==> config.mk <==
export PLATFORM = sky130hd
export DESIGN_NAME = add_sequencer
export DESIGN_NICKNAME = d
export VERILOG_FILES = /design/src/rtl/add_sequencer.sv
export SDC_FILE = /design/constraint.sdc
export NUM_CORES = 1
export LEC_CHECK = 0
export BUFFER_PORTS_ARGS = -buffer_cell sky130_fd_sc_hd__buf_2
export CORE_ASPECT_RATIO = 1.4
export CORE_MARGIN = 8
export CORE_UTILIZATION = 40
export DETAILED_ROUTE_END_ITERATION = 10
export HOLD_SLACK_MARGIN = 0.08
export PLACE_DENSITY = 0.59
export SYNTH_ARGS = -nofsm -noshare
export SYNTH_HDL_FRONTEND = slang
export SYNTH_SLANG_ARGS = --single-unit
==> constraint.sdc <==
create_clock -name clk -period 5.2 [get_ports clk]
set_input_delay 0.78 -clock clk [delete_from_list [all_inputs] [get_ports clk]]
set_output_delay 0.78 -clock clk [all_outputs]
set_load 0.05 [all_outputs]
==> src/rtl/add_sequencer.sv <==
// Byte-serial adder: one 8-bit carry-select slice is reused across all operand
// bytes, LSB first, producing a registered sum, carry out and signed overflow.

module carry_select_slice8 (
  input  logic [7:0] a,
  input  logic [7:0] b,
  input  logic       cin,
  output logic [7:0] s,
  output logic       cout
);
  logic [4:0] lo;
  logic [4:0] hi0;
  logic [4:0] hi1;

  // Upper nibble is precomputed for both possible carries, then selected.
  assign lo   = {1'b0, a[3:0]} + {1'b0, b[3:0]} + {4'b0000, cin};
  assign hi0  = {1'b0, a[7:4]} + {1'b0, b[7:4]};
  assign hi1  = hi0 + 5'd1;
  assign s    = {(lo[4] ? hi1[3:0] : hi0[3:0]), lo[3:0]};
  assign cout = lo[4] ? hi1[4] : hi0[4];
endmodule

module add_sequencer #(
  parameter int N_BYTES = 4
) (
  input  logic                 clk,
  input  logic                 rst,
  input  logic                 start,
  input  logic [8*N_BYTES-1:0] A,
  input  logic [8*N_BYTES-1:0] B,
  input  logic                 cin,
  output logic                 busy,
  output logic                 done,
  output logic [8*N_BYTES-1:0] S,
  output logic                 cout,
  output logic                 ovf
);
  localparam int W     = 8 * N_BYTES;
  localparam int IDX_W = $clog2(N_BYTES);
  localparam logic [IDX_W-1:0] LAST = IDX_W'(N_BYTES - 1);

  typedef enum logic [1:0] {IDLE, RUN, DONE} state_t;

  state_t           state;
  logic [IDX_W-1:0] idx;
  logic             c;
  logic [7:0]       a_byte [N_BYTES];
  logic [7:0]       b_byte [N_BYTES];
  logic [7:0]       acc    [N_BYTES];

  logic [7:0]       cur_a;
  logic [7:0]       cur_b;
  logic [7:0]       slice_s;
  logic             slice_c;
  logic [W-1:0]     final_sum;

  assign cur_a = a_byte[idx];
  assign cur_b = b_byte[idx];

  carry_select_slice8 u_slice (
    .a    (cur_a),
    .b    (cur_b),
    .cin  (c),
    .s    (slice_s),
    .cout (slice_c)
  );

  // Completed sum: the byte being added this cycle bypasses the accumulator.
  for (genvar gi = 0; gi < N_BYTES; gi++) begin : g_final
    assign final_sum[gi*8 +: 8] = (idx == IDX_W'(gi)) ? slice_s : acc[gi];
  end

  always_ff @(posedge clk or posedge rst) begin
    if (rst) begin
      state <= IDLE;
      idx   <= '0;
      c     <= 1'b0;
      busy  <= 1'b0;
      done  <= 1'b0;
      S     <= '0;
      cout  <= 1'b0;
      ovf   <= 1'b0;
      for (int i = 0; i < N_BYTES; i++) begin
        a_byte[i] <= '0;
        b_byte[i] <= '0;
        acc[i]    <= '0;
      end
    end else begin
      case (state)
        IDLE: begin
          if (start) begin
            for (int i = 0; i < N_BYTES; i++) begin
              a_byte[i] <= A[i*8 +: 8];
              b_byte[i] <= B[i*8 +: 8];
            end
            c     <= cin;
            idx   <= '0;
            busy  <= 1'b1;
            state <= RUN;
          end
        end
        RUN: begin
          acc[idx] <= slice_s;
          c        <= slice_c;
          if (idx == LAST) begin
            S     <= final_sum;
            cout  <= slice_c;
            // Carry into the MSB is recovered from the sign-bit sum.
            ovf   <= cur_a[7] ^ cur_b[7] ^ slice_s[7] ^ slice_c;
            idx   <= '0;
            busy  <= 1'b0;
            done  <= 1'b1;
            state <= DONE;
          end else begin
            idx <= idx + IDX_W'(1);
          end
        end
        DONE: begin
          done  <= 1'b0;
          state <= IDLE;
        end
        default: begin
          busy  <= 1'b0;
          done  <= 1'b0;
          state <= IDLE;
        end
      endcase
    end
  end
endmodule
## After elaboration in Yosys (flattened, before gate mapping)

Cells that the tools add are included.

- Add/subtract/negate cells: 5
- Order comparisons: 2
- Eq/ne operators: 7
- Reduce and logical (&&, ||, !) cells: 10
- Mux-type cells: 27
- Bitwise logic cells: 6

Operators by type and width:

| operator | count |
|---|---|
| 8-bit 2-to-1 mux | 8 |
| 8-bit binary-select mux with 2-bit select | 2 |
| 32-bit bitwise mux | 1 |
| 8-bit demux with 2-bit select | 1 |
| 4-bit by 4-bit adder with 5-bit output | 2 |
| 2-bit AND reduction | 5 |
| 2-bit 2-to-1 mux | 4 |
| 2-bit case mux with 2 select lines | 2 |
| 2-bit equality test, second input constant | 3 |
| 5-bit by 1-bit adder with 5-bit output | 1 |
| 5-bit by 1-bit adder with 5-bit output, second input constant | 1 |
| 1-bit 2-to-1 mux | 5 |
| 2-bit by 1-bit equality test with 1-bit output, second input constant | 2 |
| 2-bit logical NOT | 2 |
| 4-bit 2-to-1 mux | 1 |
| 2-bit != test, second input constant | 2 |
| 1-bit case mux with 2 select lines | 2 |
| 3-bit greater-or-equal comparator, second input constant | 1 |
| 3-bit by 1-bit less-than comparator with 1-bit output, second input constant | 1 |
| 2-bit inverter with 3-bit output | 1 |
| 1-bit case mux with 3 select lines | 1 |
| 3-bit AND reduction | 1 |
| 1-bit XOR | 3 |
| 2-bit by 1-bit adder with 2-bit output, second input constant | 1 |
| 3 further kinds | 4 |

- Input bits: 68
- Bits in registers: 137
- Output and inout bits: 36

## Depth between registers and ports, before layout

Gate-level depths: netlist (run 1).

- Word-level depth: 9
- Depth in mapped cells: 11
- Gate-level depth less buffers: 10

## Modules after synthesis

A second synthesis (run 1) with hierarchy kept.

- Cell total of the unflattened synthesis: 417
- Area total of the unflattened synthesis: 5899.4 µm²

Modules (own cells, without submodules):

| module | times used | seq. area each (µm²) | area each (µm²) | cells an instance |
|---|---|---|---|---|
| add_sequencer | 1 | 3228.1 | 5515.3 | 370 |
| carry_select_slice8 | 1 | 0.0 | 384.1 | 47 |

## Worst setup path after synthesis (run 1)

OpenSTA, ideal clock, no wires.

- Path type: reg2reg
- From: reg idx[0]
- To: reg cout
- Stages on the path, launching flop included: 10
- Slack: 1.824 ns
- Arrival time: 3.243 ns
- Period minus slack after synthesis: 3.376 ns
- Setup time: 0.133 ns
- Required time: 5.067 ns
- Cell sequence: dfrtp_1 buf_2 buf_2 mux4_2 fa_1 ha_1 a21boi_1 or4b_1 xnor2_1 o21ai_0

- Longest elaborated chain between the ends: 7

Ends and longest elaborated chain:

| item | line | text |
|---|---|---|
| start, declared | 45 | `logic [IDX_W-1:0] idx;` |
| start signal, assigned | 115 | `idx <= idx + IDX_W'(1);` |
| 2-bit inverter with 3-bit output (not written as such) | 57, 58 |  |
| 8-bit binary-select mux with 2-bit select (on tied branches) | 57, 58 |  |
| 8-bit 2-to-1 mux (on tied branches) (2 in a row) | 57, 58 |  |
| 4-bit by 4-bit adder with 5-bit output (on tied branches) | 17, 16 |  |
| 5-bit by 1-bit adder with 5-bit output (on tied branches) | 18, 16 |  |
| 1-bit 2-to-1 mux | 20 | `assign cout = lo[4] ? hi1[4] : hi0[4];` |
| end signal, assigned | 107 | `cout <= slice_c;` |
| end, declared | 35 | `output logic cout,` |

Several ways; a longest one is shown, not always the timed one. The select of a mux whose other input is x is not followed.
A chain may end at the register's enable or synchronous reset.

## Final worst setup path (run 1)

- From: reg idx[0]
- To: reg S[13]

- Longest elaborated chain between the ends: 8

Ends and longest elaborated chain:

| item | line | text |
|---|---|---|
| 2-bit inverter with 3-bit output (not written as such) | 57, 58 |  |
| 8-bit binary-select mux with 2-bit select (on tied branches) | 57, 58 |  |
| 8-bit 2-to-1 mux (on tied branches) (2 in a row) | 57, 58 |  |
| 4-bit by 4-bit adder with 5-bit output (on tied branches) | 17, 16 |  |
| 5-bit by 1-bit adder with 5-bit output (on tied branches) | 18, 16 |  |
| 4-bit 2-to-1 mux | 19 | `assign s = {(lo[4] ? hi1[3:0] : hi0[3:0]), lo[3:0]};` |
| 8-bit 2-to-1 mux | 70 | `assign final_sum[gi*8 +: 8] = (idx == IDX_W'(gi)) ? slice_s : acc[gi];` |
| end signal, assigned | 106 | `S <= final_sum;` |
| end, declared | 34 | `output logic [8*N_BYTES-1:0] S,` |

Several ways; a longest one is shown, not always the timed one. The select of a mux whose other input is x is not followed.

==> results of run 1 <==
==> layer usage <==
metal	vias up	global-route usage, %
met4	0	5.63
li1	1822	-
met1	1840	15.7
met2	84	27.1
met5	-	0
met3	14	4.72
==> cell usage in the layout, fill, tap and decap left out, drive strengths merged, types with 4 or more instances in the layout <==
cell type	netlist	final
dfrtp	129	129
buf	11	107
mux2	67	67
nand2	62	62
o21ai	60	60
clkbuf	13	20
mux4	16	16
a21oi	15	15
ha	12	12
inv	11	12
mux2i	11	11
a21o	8	8
xnor2	6	6
nor2b	5	5
nor2	5	5
clkinvlp	0	5
clkinv	0	4
==> critical path: stages (launching register included) <==
cell and delay (ns):
dfrtp_1 0.94, buf_4 0.30, mux4_2 0.51, inv_1 0.09, fa_1 0.19, inv_1 0.06
fa_1 0.39, nand3_1 0.16, and2_0 0.26, mux2i_1 0.52, a21oi_1 0.15, a21o_1 0.18
==> Yosys cell counts (5+ instances only) <==
| cell type | count | area, µm² |
|---|---|---|
| nand2_1 | 62 | 233 |
| nor2b_1 | 5 | 31.3 |
| clkbuf_1 | 13 | 48.8 |
| inv_1 | 11 | 41.3 |
| xnor2_1 | 6 | 52.6 |
| mux2i_1 | 11 | 110 |
| ha_1 | 12 | 150 |
| o21ai_0 | 60 | 300 |
| mux2_2 | 67 | 754 |
| a21oi_1 | 15 | 75.1 |
| mux4_2 | 16 | 360 |
| nor2_1 | 5 | 18.8 |
| dfrtp_1 | 129 | 3230 |
| buf_2 | 9 | 45.0 |
| a21o_1 | 8 | 60.1 |
==> kinds of logic (layout without fill, tap and decap cells) <==
group | Yosys count | in the layout | share of synthesized area [%]
flip-flops | 129 | 129 | 55.8
multiplexers | 94 | 94 | 21.2
AO/OA/AOI/OAI | 92 | 92 | 8.79
AND/OR/NAND/NOR | 81 | 81 | 5.95
buffers and inverters | 35 | 150 | 2.60
adder cells (fa/ha/maj) | 15 | 15 | 3.64
XOR/XNOR | 10 | 10 | 2.01
==> final cells by class <==
class	count	area, µm²
well taps	189	236
inverters	11	43.8
flip-flops and latches	129	3230
clock buffers	20	457
multi-input cells	292	2410
clock inverters	12	134
fillers	1352	7260
repair buffers	107	546
==> sequential cells by signal (all words and copies together) (netlist names) <==
register  cells
S            32
a_byte       32
acc          24
b_byte       32
busy          1
c             1
cout          1
done          1
idx           2
ovf           1
state         2
==> per-stage QoR <==
step | util (%) | setup WS, ns | hold slack (ns) | instance area (µm²)
4_1_cts | 49.3 | 1.21 | 0.478 | 7050
5_1_grt | 49.3 | 0.884 | 0.489 | 7050
6_report | 49.3 | 1.33 | 0.470 | 7050
3_3_place_gp | 45.2 | 1.39 | 0.456 | 6460
2_1_floorplan | - | 0.979 | 0.442 | 5780
3_5_place_dp | 45.2 | 1.22 | 0.464 | 6460
==> worst paths after layout <==
kind,startpoint,end,slack [ns]
min,S[26],S[26],0.47
max in group asynchronous,rst,b_byte[21],3.46
max reg2reg,idx[0],S[13],1.33
max,idx[0],S[13],1.33
min in group asynchronous,rst,a_byte[7],0.64
min reg2reg,S[26],S[26],0.47
==> flow_metrics.env, run 1 <==
export IMPL_synthCells=456
export IMPL_synth_area_um2=5780
export IMPL_met3_length_um=695
export IMPL_period_minus_slack_ns=3.87
export IMPL_crit_required_ns=5.50
export IMPL_antenna_found_initial=0
export IMPL_max_cap_viol_count=0
export IMPL_hold_path_class="reg -> reg"
export IMPL_synthArstFlopShare_pct=100
export IMPL_max_slew_margin_rel_pct=26.7
export IMPL_cp_arrival_ns=4.17
export IMPL_met2_length_um=7160
export IMPL_holdPathStages=2
export IMPL_grt_use_total_pct=14.8
export IMPL_place_port_buffers=103
export IMPL_place_congestion=0.774
export IMPL_synth_edf_count=0
export IMPL_grt_pass1_wl_um=21500
export IMPL_grt_pass1_vias=4141
export IMPL_clk_pin_slew_worst_paths_ns=0.06
export IMPL_cts_htree_levels=4
export IMPL_ys_seq_elements=129
export IMPL_slew_violations=0
export IMPL_routed_top_layer="met4"
export IMPL_fin_nets=641
export IMPL_status="finished clean"
export IMPL_drive_above_1_share_pct=39.4
export IMPL_insertion_delay_ns=0.41
export IMPL_rows=52
export IMPL_endpoint_kind="register"
export IMPL_yosysWarnings=0
export IMPL_syn_avg_cell_area_um2=12.7
export IMPL_drc=0
export IMPL_yosysSeqAreaShare_pct=55.8
export IMPL_placedCellCount=728
export IMPL_setup_viol=0
export IMPL_postRouteAntennaNets=0
export IMPL_cts_setup_buffers=0
export IMPL_ys_types=34
export IMPL_post_drt_wl_per_cell_um=17.3
export IMPL_fin_crit_sh_pct=74.5
export IMPL_wirelength_um=13200
export IMPL_synthesis_nets=539
export IMPL_finalClockSkew_ns=0.00787
export IMPL_drtPass1Iterations=4
export IMPL_final_cells=760
export IMPL_drt_iter0_drc=162
export IMPL_die_y_um=158
export IMPL_tns_ns=0
export IMPL_max_clock_freq_ghz=0.258
export IMPL_cts_tree="built"
export IMPL_vias=3760
export IMPL_die_w_um=118
export IMPL_die_area_um2=18600
export IMPL_rsz0062_at_grt="no"
export IMPL_cts_made_buffers=17
export IMPL_worst_setup_path_type="reg -> reg"
export IMPL_grt_ovfl_total=0
export IMPL_syn_to_final_growth_pct=22.0
export IMPL_initial_utilization_pct=40.4
export IMPL_worst_pin_slew_ns=1.10
export IMPL_cts_max_path_buffers=2
export IMPL_io_pins=104
export IMPL_coreArea_um2=14300
export IMPL_cts_root_buf="clkbuf_16"
export IMPL_crit_path_max_fanout=16
export IMPL_cts_resized=0
export IMPL_ff2ff_path_depth=11
export IMPL_viasPerCell=4.95
export IMPL_cp_start_kind="register"
export IMPL_cts_sinks=129
export IMPL_hpwl_um=9750
export IMPL_synth_ff_type="dfrtp_1"
export IMPL_ctsHoldBuffers=0
export IMPL_drt_met1_wl_um=5140
export IMPL_grt_max_degree=91
export IMPL_final_hold_violation_count=0
export IMPL_diodes=0
Power of run 1 is left out: the tool's default activity adds up to more than one toggle a clock period on the data nets, which glitch-free logic cannot reach.
==> inputs of run 2 (changes only) <==
- PLACE_DENSITY: 0.59 -> 0.62
- clock period: 5.2 -> 3.3 ns (I/O delays scaled with it)
==> run 2 against run 1 <==
  * Fmax increased by 25%
  * Clock skew decreased by 0.0018 ns
  * Via count increased by 2.4%
  * First-iteration DRC count decreased by 46%
  * Largest cell class unchanged
  * Wire length increased by 2.2%
  * Worst setup slack got worse by 1.1 ns
  * Core utilization increased by 0.96 points
  * Design area increased by 2.0%
  * Hold slack got worse by 0.35 ns
  * Die area unchanged
  * Non-clock buffer count increased by 12
==> flow_metrics.env, run 2 (synthesis results as in run 1) <==
export IMPL_fin_crit_sh_pct=93.6
export IMPL_grt_use_total_pct=15.2
export IMPL_met2_usage_pct=26.7
export IMPL_reg2reg_setup_slack_ns=0.21
export IMPL_hold_path_class="in -> async"
export IMPL_insertion_delay_ns=0.41
export IMPL_drt_iter0_drc=88
export IMPL_multi_input_area_um2=2410
export IMPL_coreArea_um2=14300
export IMPL_cts_max_path_buffers=2
export IMPL_cts_htree_levels=4
export IMPL_fillCellCount=1315
export IMPL_cp_slowest_stage_delay_ns=0.54
export IMPL_die_area_um2=18600
export IMPL_ff2ff_path_depth=8
export IMPL_worst_setup_path_type="reg -> reg"
export IMPL_regArea_um2=3230
export IMPL_drc=0
export IMPL_clk_pin_slew_worst_paths_ns=0.06
export IMPL_period_minus_slack_ns=3.09
export IMPL_vias=3850
export IMPL_grt_pass1_vias=4216
export IMPL_cp_cell_sequence="mux4_2 -> ha_1 -> fa_1 -> ha_1 -> a21boi_2 -> or4b_1 -> xnor2_1 -> a21oi_1"
export IMPL_grt_ovfl_total=0
export IMPL_layout_commonest_cell="dfrtp_1"
export IMPL_cts_made_buffers=17
export IMPL_cp_depth=8
export IMPL_initial_utilization_pct=40.4
export IMPL_diodes=0
export IMPL_critical_path_most_common_cell="ha_1"
export IMPL_crit_path_max_fanout=7
export IMPL_drive_above_1_share_pct=41.3
export IMPL_wirelength_um=13400
export IMPL_cp_start_kind="register"
export IMPL_gr_max_usage_layer="met2"
export IMPL_fin_nets=653
export IMPL_cts_root_buf="clkbuf_16"
export IMPL_die_y_um=158
export IMPL_rows=52
export IMPL_endpoint_kind="register"
export IMPL_post_route_util_pct=50.2
export IMPL_drtPass1Iterations=5
export IMPL_finalClockSkew_ns=0.00604
export IMPL_syn_to_final_growth_pct=24.4
export IMPL_grt_pass1_wl_um=22100
export IMPL_top_regs="S: 32 flops, a_byte: 32 flops, b_byte: 32 flops"
export IMPL_final_hold_violation_count=0
export IMPL_cts_setup_buffers=0
export IMPL_slew_violations=0
export IMPL_viasPerCell=4.99
export IMPL_tns_ns=0
export IMPL_die_w_um=118
export IMPL_rsz0062_at_grt="no"
export IMPL_setup_viol=0
export IMPL_max_clock_freq_ghz=0.324
export IMPL_final_cell_mix="dfrtp_1, buf_2, mux2_2"
export IMPL_hpwl_um=10100
export IMPL_use_met3_pct=4.72
export IMPL_cp_arrival_ns=3.35
export IMPL_use_met1_pct=16.7
export IMPL_place_port_buffers=103
export IMPL_cts_tree="built"
export IMPL_io_pins=104
export IMPL_grt_max_degree=65
export IMPL_slowest_stage="fa_1"
export IMPL_place_congestion=0.815
export IMPL_crit_family="adder cells"
export IMPL_crit_buf_inv=0
export IMPL_cts_sinks=129
export IMPL_max_cap_viol_count=0
export IMPL_status="finished clean"
export IMPL_max_slew_margin_rel_pct=46.8
export IMPL_post_drt_wl_per_cell_um=17.4
export IMPL_antenna_found_initial=0
export IMPL_worst_pin_slew_ns=0.798
export IMPL_postRouteAntennaNets=0
export IMPL_cts_resized=0
export IMPL_crit_required_ns=3.56
export IMPL_ctsHoldBuffers=0
==> run 2: area by class of cell <==
type,instances,area share (%)
timing repair buffer,119,9.01
tap,189,3.29
inverter,11,0.626
clock inverter,14,2.49
multi-input combinational,292,33.6
sequential,129,44.9
clock buffer,18,6.11
==> run 2: final timing paths <==
kind,startpoint,to
max,idx[0],c
min,rst,S[26]
max reg2reg,idx[0],c
min reg2reg,S[16],S[16]
max in group asynchronous,rst,done
min in group clk,B[15],b_byte[23]
==> run 2: metrics by stage <==
step	cells	area (µm²)	worst slack [ns]	hold WS [ns]
after global routing	772	7190	0.0151	0.144
final	772	7190	0.211	0.121
after global placement	740	6570	0.0901	0.457
after CTS	772	7190	0.0127	0.122
after floorplan	456	5790	0.00185	0.442
after detailed placement	740	6570	0.0198	0.465
==> run 2: layer usage <==
layer  part of all wire (%)  vias to the layer above
met5                      0                        -
met4                    2.1                        0
met3                    5.2                       22
met2                     52                       98
met1                     41                     1893
li1                       -                     1837
Power of run 2 is left out for the same reason.
